[config.mk]
export PLATFORM = sky130hd
export DESIGN_NAME = ws2812_encoder_flat
export DESIGN_NICKNAME = d
export VERILOG_FILES = /design/src/rtl/ws2812_encoder_if.sv /design/src/rtl/ws2812_encoder.sv /design/src/flat_wrapper.sv
export SDC_FILE = /design/constraint.sdc
export NUM_CORES = 1
export LEC_CHECK = 0
export BUFFER_PORTS_ARGS = -buffer_cell sky130_fd_sc_hd__buf_2
export CAP_MARGIN = 20
export CORE_AREA = 5 5 106 108
export CTS_CLUSTER_DIAMETER = 200
export CTS_CLUSTER_SIZE = 14
export DETAILED_ROUTE_END_ITERATION = 10
export DIE_AREA = 0 0 111 113
export GPL_TIMING_DRIVEN = 1
export HOLD_SLACK_MARGIN = 0.08
export PLACE_DENSITY_LB_ADDON = 0.2
export SYNTH_ARGS = -nofsm -noshare
export SYNTH_HDL_FRONTEND = slang
export SYNTH_SLANG_ARGS = --single-unit
[constraint.sdc]
create_clock -name i_clk -period 5.2 [get_ports i_clk]
set_clock_uncertainty 0.2 [all_clocks]
set_input_delay 0.52 -clock i_clk [delete_from_list [all_inputs] [get_ports i_clk]]
set_output_delay 0.52 -clock i_clk [all_outputs]
set_load 0.01 [all_outputs]
[src/rtl/ws2812_encoder_if.sv]
// Pixel handshake bundle between the frame source (master) and the WS2812 encoder (slave).
// Pixel width follows WS2812_RGBW_EN: 24-bit GRB by default, 32-bit GRBW when defined.
interface ws2812_encoder_if;
`ifdef WS2812_RGBW_EN
    localparam int PW = 32;
`else
    localparam int PW = 24;
`endif

    logic [PW-1:0] pixel_data;
    logic          pixel_valid;
    logic          pixel_ready;
    logic          latch;

    modport master (output pixel_data, output pixel_valid, output latch, input pixel_ready);
    modport slave  (input pixel_data, input pixel_valid, input latch, output pixel_ready);
endinterface

[src/rtl/ws2812_encoder.sv]
// WS2812 transmit serialiser: pixel words in over valid/ready, NRZ pulse train plus latch gap out.
// WS2812_RGBW_EN selects 32-bit GRBW pixels (SK6812-RGBW); otherwise 24-bit GRB.
//
// state | meaning
// IDLE  | no activity, o_dout low, ready for a pixel or latch request
// HIGH  | high part of the current bit (T1H or T0H cycles)
// LOW   | low remainder of the current bit period
// LATCH | low latch gap of RESET_CYCLES cycles
module ws2812_encoder #(
    parameter int T0H_CYCLES   = 20,
    parameter int T1H_CYCLES   = 40,
    parameter int BIT_CYCLES   = 63,
    parameter int RESET_CYCLES = 2600
) (
    input  logic               i_clk,
    input  logic               i_reset,
    ws2812_encoder_if.slave    pix,
    output logic               o_dout,
    output logic               o_busy
);

`ifdef WS2812_RGBW_EN
    localparam int PW = 32;
`else
    localparam int PW = 24;
`endif

    localparam int PHASE_W = $clog2(BIT_CYCLES);
    localparam int LATCH_W = $clog2(RESET_CYCLES + 1);
    localparam int IDX_W   = $clog2(PW);

    localparam logic [PHASE_W-1:0] T0H_LAST   = PHASE_W'(T0H_CYCLES - 1);
    localparam logic [PHASE_W-1:0] T1H_LAST   = PHASE_W'(T1H_CYCLES - 1);
    localparam logic [PHASE_W-1:0] T0L_LAST   = PHASE_W'(BIT_CYCLES - T0H_CYCLES - 1);
    localparam logic [PHASE_W-1:0] T1L_LAST   = PHASE_W'(BIT_CYCLES - T1H_CYCLES - 1);
    localparam logic [LATCH_W-1:0] LATCH_LAST = LATCH_W'(RESET_CYCLES - 1);
    localparam logic [IDX_W-1:0]   IDX_MSB    = IDX_W'(PW - 1);

    localparam logic [1:0] S_IDLE  = 2'd0;
    localparam logic [1:0] S_HIGH  = 2'd1;
    localparam logic [1:0] S_LOW   = 2'd2;
    localparam logic [1:0] S_LATCH = 2'd3;

    if (!(T0H_CYCLES >= 1 && T0H_CYCLES < T1H_CYCLES &&
          T1H_CYCLES < BIT_CYCLES && RESET_CYCLES >= 2)) begin : g_param_check
        $error("ws2812_encoder: invalid timing parameters");
    end

    logic [1:0]         state;
    logic [PHASE_W-1:0] phase_cnt;
    logic [LATCH_W-1:0] latch_cnt;
    logic [IDX_W-1:0]   bit_idx;
    logic [PW-1:0]      shreg;

    logic cur_bit;
    logic high_last;
    logic low_last;
    logic last_bit;
    logic rdy_cond;
    logic accept;
    logic latch_acc;

    assign cur_bit   = shreg[PW-1];
    assign high_last = (phase_cnt == (cur_bit ? T1H_LAST : T0H_LAST));
    assign low_last  = (phase_cnt == (cur_bit ? T1L_LAST : T0L_LAST));
    assign last_bit  = (bit_idx == '0);

    // Ready on the final LOW cycle of the last bit lets the next pixel follow with no gap.
    assign rdy_cond  = (state == S_IDLE) || (state == S_LOW && last_bit && low_last);
    assign latch_acc = pix.latch && rdy_cond;
    assign pix.pixel_ready = i_reset || (rdy_cond && !pix.latch);
    assign accept    = pix.pixel_valid && pix.pixel_ready;

    assign o_busy = (state != S_IDLE);

    always_ff @(posedge i_clk or posedge i_reset) begin
        if (i_reset) begin
            state     <= S_IDLE;
            phase_cnt <= '0;
            latch_cnt <= '0;
            bit_idx   <= '0;
            shreg     <= '0;
            o_dout    <= 1'b0;
        end else begin
            case (state)
                S_IDLE: begin
                    if (latch_acc) begin
                        state     <= S_LATCH;
                        latch_cnt <= '0;
                    end else if (accept) begin
                        shreg     <= pix.pixel_data;
                        bit_idx   <= IDX_MSB;
                        phase_cnt <= '0;
                        state     <= S_HIGH;
                        o_dout    <= 1'b1;
                    end
                end
                S_HIGH: begin
                    if (high_last) begin
                        state     <= S_LOW;
                        phase_cnt <= '0;
                        o_dout    <= 1'b0;
                    end else begin
                        phase_cnt <= phase_cnt + 1'b1;
                    end
                end
                S_LOW: begin
                    if (!low_last) begin
                        phase_cnt <= phase_cnt + 1'b1;
                    end else if (!last_bit) begin
                        shreg     <= {shreg[PW-2:0], 1'b0};
                        bit_idx   <= bit_idx - 1'b1;
                        phase_cnt <= '0;
                        state     <= S_HIGH;
                        o_dout    <= 1'b1;
                    end else if (latch_acc) begin
                        state     <= S_LATCH;
                        phase_cnt <= '0;
                        latch_cnt <= '0;
                    end else if (accept) begin
                        shreg     <= pix.pixel_data;
                        bit_idx   <= IDX_MSB;
                        phase_cnt <= '0;
                        state     <= S_HIGH;
                        o_dout    <= 1'b1;
                    end else begin
                        phase_cnt <= '0;
                        state     <= S_IDLE;
                    end
                end
                S_LATCH: begin
                    if (latch_cnt == LATCH_LAST) begin
                        latch_cnt <= '0;
                        state     <= S_IDLE;
                    end else begin
                        latch_cnt <= latch_cnt + 1'b1;
                    end
                end
                default: state <= S_IDLE;
            endcase
        end
    end

endmodule
[src/flat_wrapper.sv]
// flat-port wrapper written by rule: the top's interface ports become plain ports
module ws2812_encoder_flat 
#(
    parameter int T0H_CYCLES   = 20,
    parameter int T1H_CYCLES   = 40,
    parameter int BIT_CYCLES   = 63,
    parameter int RESET_CYCLES = 2600
)
  (i_clk, i_reset, o_dout, o_busy, pix_pixel_data, pix_pixel_valid, pix_latch, pix_pixel_ready);
  ws2812_encoder_if pix_i ();
  input  logic i_clk;
  input  logic i_reset;
  output logic o_dout;
  output logic o_busy;
  input wire logic [$bits(pix_i.pixel_data)-1:0] pix_pixel_data;
  input wire logic [$bits(pix_i.pixel_valid)-1:0] pix_pixel_valid;
  input wire logic [$bits(pix_i.latch)-1:0] pix_latch;
  output wire logic [$bits(pix_i.pixel_ready)-1:0] pix_pixel_ready;
  assign pix_i.pixel_data = pix_pixel_data;
  assign pix_i.pixel_valid = pix_pixel_valid;
  assign pix_i.latch = pix_latch;
  assign pix_pixel_ready = pix_i.pixel_ready;
  ws2812_encoder #(.T0H_CYCLES(T0H_CYCLES), .T1H_CYCLES(T1H_CYCLES), .BIT_CYCLES(BIT_CYCLES), .RESET_CYCLES(RESET_CYCLES)) u_core (.i_clk(i_clk), .i_reset(i_reset), .pix(pix_i), .o_dout(o_dout), .o_busy(o_busy));
endmodule
Word-level counts from Yosys, hierarchy flattened
Index checks and enable logic that the tools add are counted.
{"block": "word_totals", "register_bits": 50, "in_bits": 28, "out_inout_bits": 3, "word_cells": 78}
{"block": "op_classes", "n_addsub": 3, "n_eq_ne": 13, "muxes": 37, "n_reduce_logical": 19}
{"op": "2-to-1 mux 24 bit", "count": 4}
{"op": "2-to-1 mux 12 bit", "count": 4}
{"op": "one-hot mux 24 bit (2 select lines)", "count": 1}
{"op": "2-to-1 mux 6 bit", "count": 6}
{"op": "one-hot mux 12 bit (3 select lines)", "count": 1}
{"op": "2-to-1 mux 5 bit", "count": 4}
{"op": "one-hot mux 6 bit (3 select lines)", "count": 1}
{"op": "2-to-1 mux 2 bit", "count": 7}
{"op": "adder 12 x 1 -> 12 bit, second input constant", "count": 1}
{"op": "equality test 12 bit, second input constant", "count": 1}
{"op": "equality test 6 bit", "count": 2}
{"op": "!= test 2 x 1 -> 1 bit, second input constant", "count": 5}
{"op": "one-hot mux 5 bit (2 select lines)", "count": 1}
{"op": "AND reduction 3 bit", "count": 3}
{"op": "one-hot mux 2 bit (4 select lines)", "count": 1}
{"op": "adder 6 x 1 -> 6 bit, second input constant", "count": 1}
{"op": "2-to-1 mux 1 bit", "count": 6}
{"op": "nonzero test 3 bit", "count": 2}
{"op": "logical AND 1 bit", "count": 5}
{"op": "logical NOT 5 bit", "count": 1}
{"op": "subtractor 5 x 1 -> 5 bit, second input constant", "count": 1}
{"op": "equality test 2 bit, second input constant", "count": 2}
{"op": "AND reduction 4 bit", "count": 1}
{"op": "nonzero test 2 bit", "count": 2}
{"op": "other kinds (8)", "count": 9}

Longest topological paths before layout
Gate-level depths: netlist (run 1).
{"block": "depth", "depth_word": 12, "mapped_depth": 10, "depth_no_buf": 7}

Worst setup path after synthesis (run 1)
OpenSTA, ideal clock, no wires.
{"block": "synth_timing", "kind": "input to register", "from": "input port i_reset", "to": "register u_core.state[0]", "setup_ns": 0.136, "t_arrival_ns": 2.685, "required_ns": 4.864, "setup_slack_ns": 2.180, "cell_stages": 4, "path_buffers": 0, "cell_sequence": "inv_1 > o311ai_0 > a221oi_1 > o211ai_1"}
{"block": "synth_via", "elab_chain_len": 7, "word_cells_on_any_way": 9, "classes_between": "eq/ne (1); mux (5); reduce/logical (3)"}
{"element": "start, declared", "line": "flat_wrapper.sv:12", "text": "input logic i_reset;"}
{"element": "logical OR 1 bit (*)", "line": "ws2812_encoder.sv:71", "text": "assign pix.pixel_ready = i_reset || (rdy_cond && !pix.latch);"}
{"element": "net pix_pixel_ready", "line": "flat_wrapper.sv:18", "text": "output wire logic [$bits(pix_i.pixel_ready)-1:0] pix_pixel_ready;"}
{"element": "logical AND 1 bit (*)", "line": "ws2812_encoder.sv:72", "text": "assign accept = pix.pixel_valid && pix.pixel_ready;"}
{"element": "2-to-1 mux 1 bit", "line": "ws2812_encoder.sv:120", "text": "end else if (accept) begin"}
{"element": "2-to-1 mux 2 bit", "line": "ws2812_encoder.sv:116", "text": "end else if (latch_acc) begin"}
{"element": "2-to-1 mux 2 bit", "line": "ws2812_encoder.sv:110", "text": "end else if (!last_bit) begin"}
{"element": "2-to-1 mux 2 bit", "line": "ws2812_encoder.sv:108", "text": "if (!low_last) begin"}
{"element": "one-hot mux 2 bit (4 select lines)", "line": "ws2812_encoder.sv:85", "text": "case (state)"}
{"element": "end signal, assigned", "line": "ws2812_encoder.sv:88", "text": "state <= S_LATCH;"}
{"element": "end signal, assigned", "line": "ws2812_encoder.sv:114", "text": "state <= S_HIGH;"}
{"element": "end signal, assigned", "line": "ws2812_encoder.sv:117", "text": "state <= S_LATCH;"}
{"element": "end, declared", "line": "ws2812_encoder.sv:49", "text": "logic [1:0] state;"}
Mark *: on every way through the listed nets, which the timed path passes. The rest lies on a longest branch. The select of a mux whose other input is x is not followed.
A chain may end at the register's enable or synchronous reset.

Worst setup path after layout (run 1)
{"block": "layout_timing", "from": "register u_core.bit_idx[0]", "to": "output port pix_pixel_ready"}
{"block": "layout_via", "elab_chain_len": 6}
{"element": "start, declared", "line": "ws2812_encoder.sv:52", "text": "logic [IDX_W-1:0] bit_idx;"}
{"element": "start signal, assigned", "line": "ws2812_encoder.sv:112", "text": "bit_idx <= bit_idx - 1'b1;"}
{"element": "logical NOT 5 bit", "line": "ws2812_encoder.sv:66", "text": "assign last_bit = (bit_idx == '0);"}
{"element": "logical AND 1 bit (2 in a row)", "line": "ws2812_encoder.sv:69", "text": "assign rdy_cond = (state == S_IDLE) || (state == S_LOW && last_bit && low_last);"}
{"element": "logical OR 1 bit", "line": "ws2812_encoder.sv:69"}
{"element": "logical AND 1 bit", "line": "ws2812_encoder.sv:71"}
{"element": "logical OR 1 bit", "line": "ws2812_encoder.sv:71"}
{"element": "end, declared", "line": "flat_wrapper.sv:18"}
Every way passes these cells.

==> results of run 1 <==
## sequential cells by signal, summed over array words and instances (netlist names)
name / cells
u_core.o_dout: 1
u_core.shreg: 24
u_core.phase_cnt: 6
u_core.state: 2
u_core.bit_idx: 5
u_core.latch_cnt: 12
## worst register-to-register path, stage by stage, from the launching register on
cell	delay, ns
dfrtp_1	0.40
inv_1	0.07
ha_1	0.20
and4bb_1	0.22
a22oi_1	0.47
nor3_1	0.18
o211ai_1	0.84
a22oi_1	0.16
## per-stage QoR
step	setup slack, ns	utilization	power [mW]
2_1_floorplan	2.180	-	0.4087
3_3_place_gp	2.400	0.3149	0.4277
3_5_place_dp	2.338	0.3149	0.4275
4_1_cts	2.092	0.3256	0.7067
5_1_grt	1.934	0.3261	0.7294
6_report	2.094	0.3263	0.6957
## synthesized netlist by cell type, drive strengths merged (2+ instances only)
library cell	instances	share of area
dfrtp	50	0.42
nand3	32	0.054
o21ai	27	0.045
nor3	18	0.030
a21oi	17	0.029
nand2	17	0.021
o31ai	16	0.040
clkbuf	15	0.019
a32oi	13	0.038
inv	13	0.016
buf	10	0.025
ha	10	0.042
nor2	10	0.013
o32ai	10	0.029
a31oi	5	0.010
and2	5	0.010
and3	5	0.010
a22oi	4	0.010
nand2b	4	0.0084
nand4	3	0.0063
nor2b	3	0.0063
nor4b	3	0.011
o211ai	3	0.0076
o22ai	3	0.0063
a21o	2	0.0050
a22o	2	0.0063
and4bb	2	0.0084
nor4bb	2	0.0067
o311ai	2	0.0059
or3	2	0.0042
xor2	2	0.0059
## metal layers
| metal | share of wire | up-vias | track usage |
|---|---|---|---|
| li1 | - | 1278 | - |
| met4 | 0.0061 | 0 | 0.02217 |
| met1 | 0.48 | 1296 | 0.1739 |
| met2 | 0.47 | 51 | 0.2128 |
| met5 | 0 | - | 0 |
| met3 | 0.042 | 4 | 0.02460 |
## where the power goes
| group | total [mW] | internal, mW | switching [mW] |
|---|---|---|---|
| Sequential | 0.388 | 0.388 | 0 |
| Combinational | 0.0305 | 0.0100 | 0.0205 |
| Clock | 0.277 | 0.142 | 0.135 |
| Total | 0.696 | 0.540 | 0.155 |
## how the worst min path moves through the flow
stage                                           startpoint                                to  slack, ns  cells after the start
after floorplan           u_core.latch_cnt[11]$_DFFE_PP0P_  u_core.latch_cnt[11]$_DFFE_PP0P_       0.24                      1
after global placement    u_core.latch_cnt[11]$_DFFE_PP0P_  u_core.latch_cnt[11]$_DFFE_PP0P_       0.27                      1
after detailed placement  u_core.latch_cnt[11]$_DFFE_PP0P_  u_core.latch_cnt[11]$_DFFE_PP0P_       0.27                      1
after CTS                               pix_pixel_data[12]      u_core.shreg[12]$_DFFE_PP0P_       0.25                      3
after global routing                    pix_pixel_data[12]      u_core.shreg[12]$_DFFE_PP0P_       0.25                      3
final                                              i_reset   u_core.phase_cnt[4]$_DFFE_PP0P_       0.22                      3
## logic make-up after synthesis
group / synth area share
AOI/OAI and AO/OA: 0.2661
adders and majority gates: 0.04196
DFF: 0.4196
and+or+nand+nor: 0.2060
buffers and inverters: 0.06042
xor gates and xnor gates: 0.005876
## cell type report
type / instances / area share
inverter: 13 / 0.01475
tap: 136 / 0.05144
timing repair buffer: 34 / 0.05371
clock inverter: 2 / 0.01172
clock buffer: 5 / 0.02080
antenna: 1 / 0.0007564
sequential: 50 / 0.3782
multi-input combinational: 238 / 0.4686
==> reports/qor.yml, run 1 <==
outcome: "complete, no violations"
leakagePower_nw: 1.339
fin_nets: 380
gr-total-overflow: 0
syn_area_mm2: 0.002982
grt_pass1_vias: 2669
cts_root_buf: "clkbuf_8"
grt_pass1_wl_um: 13310
final_layout_size_suffix_gt1_frac: 0.1404
crit_required_ns: 4.48
cp.arrival_ns: 2.39
period_minus_slack_ns: 3.106
gp_congestion: 0.7886
num-fill-cells: 1076
tightest_slew_ns: 1.028
drt_iter0_drc: 140
maxCapViolCount: 0
r2r_cells: 7
antenna_left: 0
holdCritPathClass: "in -> async"
slew_viol_final: 0
ys_ff_latch: 50
clk_latency_ns: 0.30
path_cells: "inv_1 -> ha_1 -> nor4b_2 -> nand2_1 -> o311ai_0 -> buf_2"
endpoint: "pix_pixel_ready"
final_common_cell: "dfrtp_1"
avgViaCountPerCell: 5.489
cp-end-kind: "output pin"
slew_headroom: 0.3147
critPathTopFamily: "simple AND/OR/NAND/NOR gates"
fp.dieH_um: 113
slowest_stage: "o311ai_0"
cts_buffer_depth: 2
cts.htree.levels: 2
crit_type: "reg -> out"
dp_cells: 470
seq_area_frac_synth: 0.4196
fmax_ghz: 0.3219
rr_endpoint: "u_core.bit_idx[0]$_DFFE_PP0P_"
cts_setup_buffers: 0
clk_pin_slew_ns: 0.09
crit_cells: 6
postCtsResizedCells: 0
path_max_fanout: 5
io_pins: 31
irDropWorstVdd_uv: 99.55
hold_violations: 0
finalSetupTns_ns: 0
remaining_drc_errors: 0
synthesis.nets: 364
avgSynthCellArea_um2: 9.146
die-area_mm2: 0.01254
synthCells: 326
layout_common_cells: "dfrtp_1, nand3_1, buf_2"
synthToLayoutAreaGrowth_pct: 10.95
whs_ns: 0.2163
grt_max_degree: 51
cts_buffers: 5
portBuffers: 30
track_usage: 0.1272
critPathLaunchType: "flop"
dp_hpwl_um: 5252
path_buf_inv: 2
placed_area_mm2: 0.003193
coreArea_mm2: 0.01014
clkSinkCount: 50
ys_warn_count: 0
synthArstFlopShare: 1.000
regArea_mm2: 0.001251
num_rows: 37
fin_cells: 479
p_per_area_mw_per_mm2: 210.3
fp.dieW_um: 111
cpPeakStageDelay_ns: 0.56
crit_start: "u_core.bit_idx[0]$_DFFE_PP0P_"
setup_viol_count_final: 0
tritoncts: "built"
firstDrtPassIters: 4
wl_per_cell_um: 16.40
grt_antenna_before_repair: 0
timing.rr.start: "u_core.phase_cnt[0]$_DFFE_PP0P_"
num_vias: 2629
ys_types: 54
routed_wl_um: 7856
period_share: 0.5974
ff2ff_setup_slack_ns: 2.30
synth_ff_type: "dfrtp_1"
initial_utilization: 0.2941
rsz0062_at_grt: "no"
multi_input_area_mm2: 0.001550
synth-edff-count: 0
fin_area_mm2: 0.003308
cts-hold-fix-buffers: 0
Note: power is estimated with default switching activity, not from simulation.
==> run 2: changes to the inputs <==
--- a/config.mk
+++ b/config.mk
@@ -5,13 +5,14 @@
 export SDC_FILE = /design/constraint.sdc
 export NUM_CORES = 1
 export LEC_CHECK = 0
+export ABC_AREA = 1
 export BUFFER_PORTS_ARGS = -buffer_cell sky130_fd_sc_hd__buf_2
 export CAP_MARGIN = 20
-export CORE_AREA = 5 5 106 108
+export CORE_AREA = 5 5 108 110
 export CTS_CLUSTER_DIAMETER = 200
 export CTS_CLUSTER_SIZE = 14
 export DETAILED_ROUTE_END_ITERATION = 10
-export DIE_AREA = 0 0 111 113
+export DIE_AREA = 0 0 113 115
 export GPL_TIMING_DRIVEN = 1
 export HOLD_SLACK_MARGIN = 0.08
 export PLACE_DENSITY_LB_ADDON = 0.2
==> constraint.sdc (replaced) <==
create_clock -name i_clk -period 3.2 [get_ports i_clk]
set_clock_uncertainty 0.2 [all_clocks]
set_input_delay 0.32 -clock i_clk [delete_from_list [all_inputs] [get_ports i_clk]]
set_output_delay 0.32 -clock i_clk [all_outputs]
set_load 0.01 [all_outputs]
==> reports/qor.yml, run 2 <==
yosysTopAreaCell: "dfrtp_1"
syn_area_mm2: 0.003074  # +3.1%
gr-total-overflow: 0  # unchanged
grt_pass1_vias: 2775  # +4.0%
period_minus_slack_ns: 2.520
track_usage: 0.1251  # -0.002127
remaining_drc_errors: 0  # unchanged
synth_top_family_by_area: "simple AND/OR/NAND/NOR gates"
synth-xor-area-share: 0.01709  # +0.01122
antenna_left: 0  # unchanged
firstDrtPassIters: 4  # unchanged
io_pins: 31  # unchanged
rsz0062_at_grt: "no"
cts_root_buf: "clkbuf_8"
critPathTopFamily: "simple AND/OR/NAND/NOR gates"
synth-simple-area-share: 0.3704  # +0.1643
irDropWorstVdd_uv: 348.6  # +250%
synthCells: 407  # +25%
tightest_slew_ns: 0.6577  # -0.3703 ns
maxCapViolCount: 0  # unchanged
clk_latency_ns: 0.31  # about the same
utilization: 0.3301  # +0.003769
grt_pass1_wl_um: 13390  # +0.57%
portBuffers: 30  # unchanged
ys_types: 33  # -39%
final_layout_size_suffix_gt1_frac: 0.1545  # +0.01419
die-area_mm2: 0.01300  # +3.6%
ys_top_cells_by_count: "nand2_1, nand3_1, dfrtp_1, nor2_1, inv_1"
dp_cells: 570  # +21%
num_vias: 2713  # +3.2%
period_share: 0.7876
fin_cells: 580  # +21%
fmax_ghz: 0.3968
synthMuxAreaShare: 0  # unchanged
cpPeakStageDelay_ns: 0.42  # -0.14 ns
largestRegisters: "u_core.shreg: 24 flops, u_core.latch_cnt: 12 flops, u_core.phase_cnt: 6 flops"
cp-end-kind: "flop"
cts.htree.levels: 2  # unchanged
cts_buffers: 5  # unchanged
seq_area_frac_synth: 0.4070  # -0.01264
slew_viol_final: 0  # unchanged
synthArstFlopShare: 1.000  # unchanged
synthesis.nets: 445  # +22%
initial_utilization: 0.2899  # -0.004143
ys_warn_count: 0  # unchanged
gp_congestion: 0.8675  # +10%
hold_violations: 0  # unchanged
setup_viol_count_final: 0  # unchanged
yosys.area.top_type_share: 0.4070  # -0.01264
slowest_stage: "dfrtp_1"
crit_required_ns: 3.23  # -1.25 ns
hold_path.startpoint: "pix_pixel_data[5]"
avgViaCountPerCell: 4.678  # -15%
dp_hpwl_um: 5375  # +2.3%
placed_area_mm2: 0.003374  # +5.7%
path_max_fanout: 27  # +22
avgSynthCellArea_um2: 7.553  # -17%
drt_iter0_drc: 100  # -29%
crit_start: "u_core.state[0]$_DFFE_PP0P_"
synth_compound_area_frac: 0.09198  # -0.1741
fp.dieH_um: 115  # +1.8%
synth_ff_type: "dfrtp_1"
timing.rr.start: "u_core.state[0]$_DFFE_PP0P_"
critPathLaunchType: "flop"
grt_max_degree: 51  # unchanged
path_common_cell: "nand2_1"
cp.arrival_ns: 2.55  # +0.16 ns
diodes: 0  # -1
synth.most_common_cell: "nand2_1"
total_power_mw: 2.561  # +270%
path_cells: "inv_1 -> ha_1 -> inv_1 -> nor2_1 -> nand3_1 -> nand2_1 -> nand2_1 -> nand2_2 -> nand4_4 -> nand2_2 -> nand2_1 -> o21ai_0"
coreArea_mm2: 0.01060  # +4.6%
crit_type: "reg -> reg"
num_rows: 38  # +2.7%
finalSetupTns_ns: 0  # unchanged
synthAdderAreaFrac: 0.04070  # -0.001264
grt_antenna_before_repair: 0  # unchanged
fin_area_mm2: 0.003500  # +5.8%
clk_pin_slew_ns: 0.09  # about the same
cts_buffer_depth: 2  # unchanged
fin_nets: 477  # +26%
routed_wl_um: 7457  # -5.1%
clkSinkCount: 50  # unchanged
p_per_area_mw_per_mm2: 731.9  # +250%
tritoncts: "built"
synth_area_leaders: "dfrtp_1, nand2_1, nand3_1"
ys_ff_latch: 50  # unchanged
fp.dieW_um: 113  # +1.8%
largest_reg_flops: 24  # unchanged
outcome: "complete, no violations"
layout_common_cells: "nand2_1, nand3_1, dfrtp_1"
leakagePower_nw: 1.640  # +23%
path_buf_inv: 2  # unchanged
final_common_cell: "nand2_1"
slew_headroom: 0.5615  # +0.2469
synthToLayoutAreaGrowth_pct: 13.84
holdCritPathClass: "in -> reg"
wl_per_cell_um: 12.86  # -22%
regMostFlops: "u_core.shreg"
synth-edff-count: 0  # unchanged
[run 2: cell types whose count changed in the layout (fill, tap and decap cells not counted), moves of 14 or more]
| cell | previous run | this run |
|---|---|---|
| nand3_1 | 32 | 52 |
| nand2_1 | 17 | 90 |
| o31ai_1 | 16 | 0 |
| inv_1 | 12 | 36 |
| nor2_1 | 10 | 42 |
| nand3b_1 | 0 | 14 |
[run 2: worst min-delay path, cell delays in order]
cell      delay, ns
buf_2          0.10
nand2_1        0.05
nand3b_1       0.09
nand3_1        0.05
[run 2: layer usage]
metal	track usage	wire, um	vias to the layer above
met4	0.04087	132	0
met1	0.1759	3856	1250
met5	0	0	-
met3	0.02632	279	9
met2	0.1923	3189	54
li1	-	-	1400
[run 2: cell type report]
| cell class | count | area (um^2) |
|---|---|---|
| fill | 1164 | 7103 |
| multi-input combinational | 303 | 1599 |
| sequential | 50 | 1251 |
| timing repair buffer | 38 | 215.2 |
| tap | 140 | 175.2 |
| inverter | 41 | 153.9 |
| clock buffer | 7 | 96.34 |
| clock inverter | 1 | 8.758 |
[run 2: worst paths after layout]
path	to	slack, ns	cells after the start
setup / recovery	u_core.bit_idx[0]$_DFFE_PP0P_	0.68	12
hold / removal	u_core.shreg[5]$_DFFE_PP0P_	0.14	4
setup reg to reg	u_core.bit_idx[0]$_DFFE_PP0P_	0.68	12
hold reg to reg	u_core.shreg[7]$_DFFE_PP0P_	0.31	2
max in group asynchronous	u_core.bit_idx[0]$_DFFE_PP0P_	1.78	4
min in group asynchronous	u_core.latch_cnt[6]$_DFFE_PP0P_	0.58	4
[run 2: what timing repair did]
action / CTS / global route
buffers inserted: 0 / 0
setup endpoints to repair: 0 / 0
hold endpoints to repair: 51 / 0
hold buffers: 2 / 0
resized for setup: 0 / 0
[run 2: cells by family after synthesis]
| family | Yosys count |
|---|---|
| AOI/OAI and AO/OA | 47 |
| xor gates and xnor gates | 6 |
| adders and majority gates | 10 |
| buffers and inverters | 54 |
| DFF | 50 |
| and+or+nand+nor | 240 |
[run 2: stage by stage]
step / worst slack (ns) / hold slack, ns
2_1_floorplan: 0.6643 / 0.2642
3_3_place_gp: 0.7557 / 0.2805
3_5_place_dp: 0.6713 / 0.2876
4_1_cts: 0.6578 / 0.1229
5_1_grt: 0.3698 / 0.1485
6_report: 0.6797 / 0.1396
[run 2: report_power, final]
part / total (mW) / internal (mW) / switching (mW)
clock: 0.420 / 0.199 / 0.221
sequential: 0.974 / 0.836 / 0.138
combinational: 1.17 / 0.417 / 0.750
total: 2.56 / 1.45 / 1.11
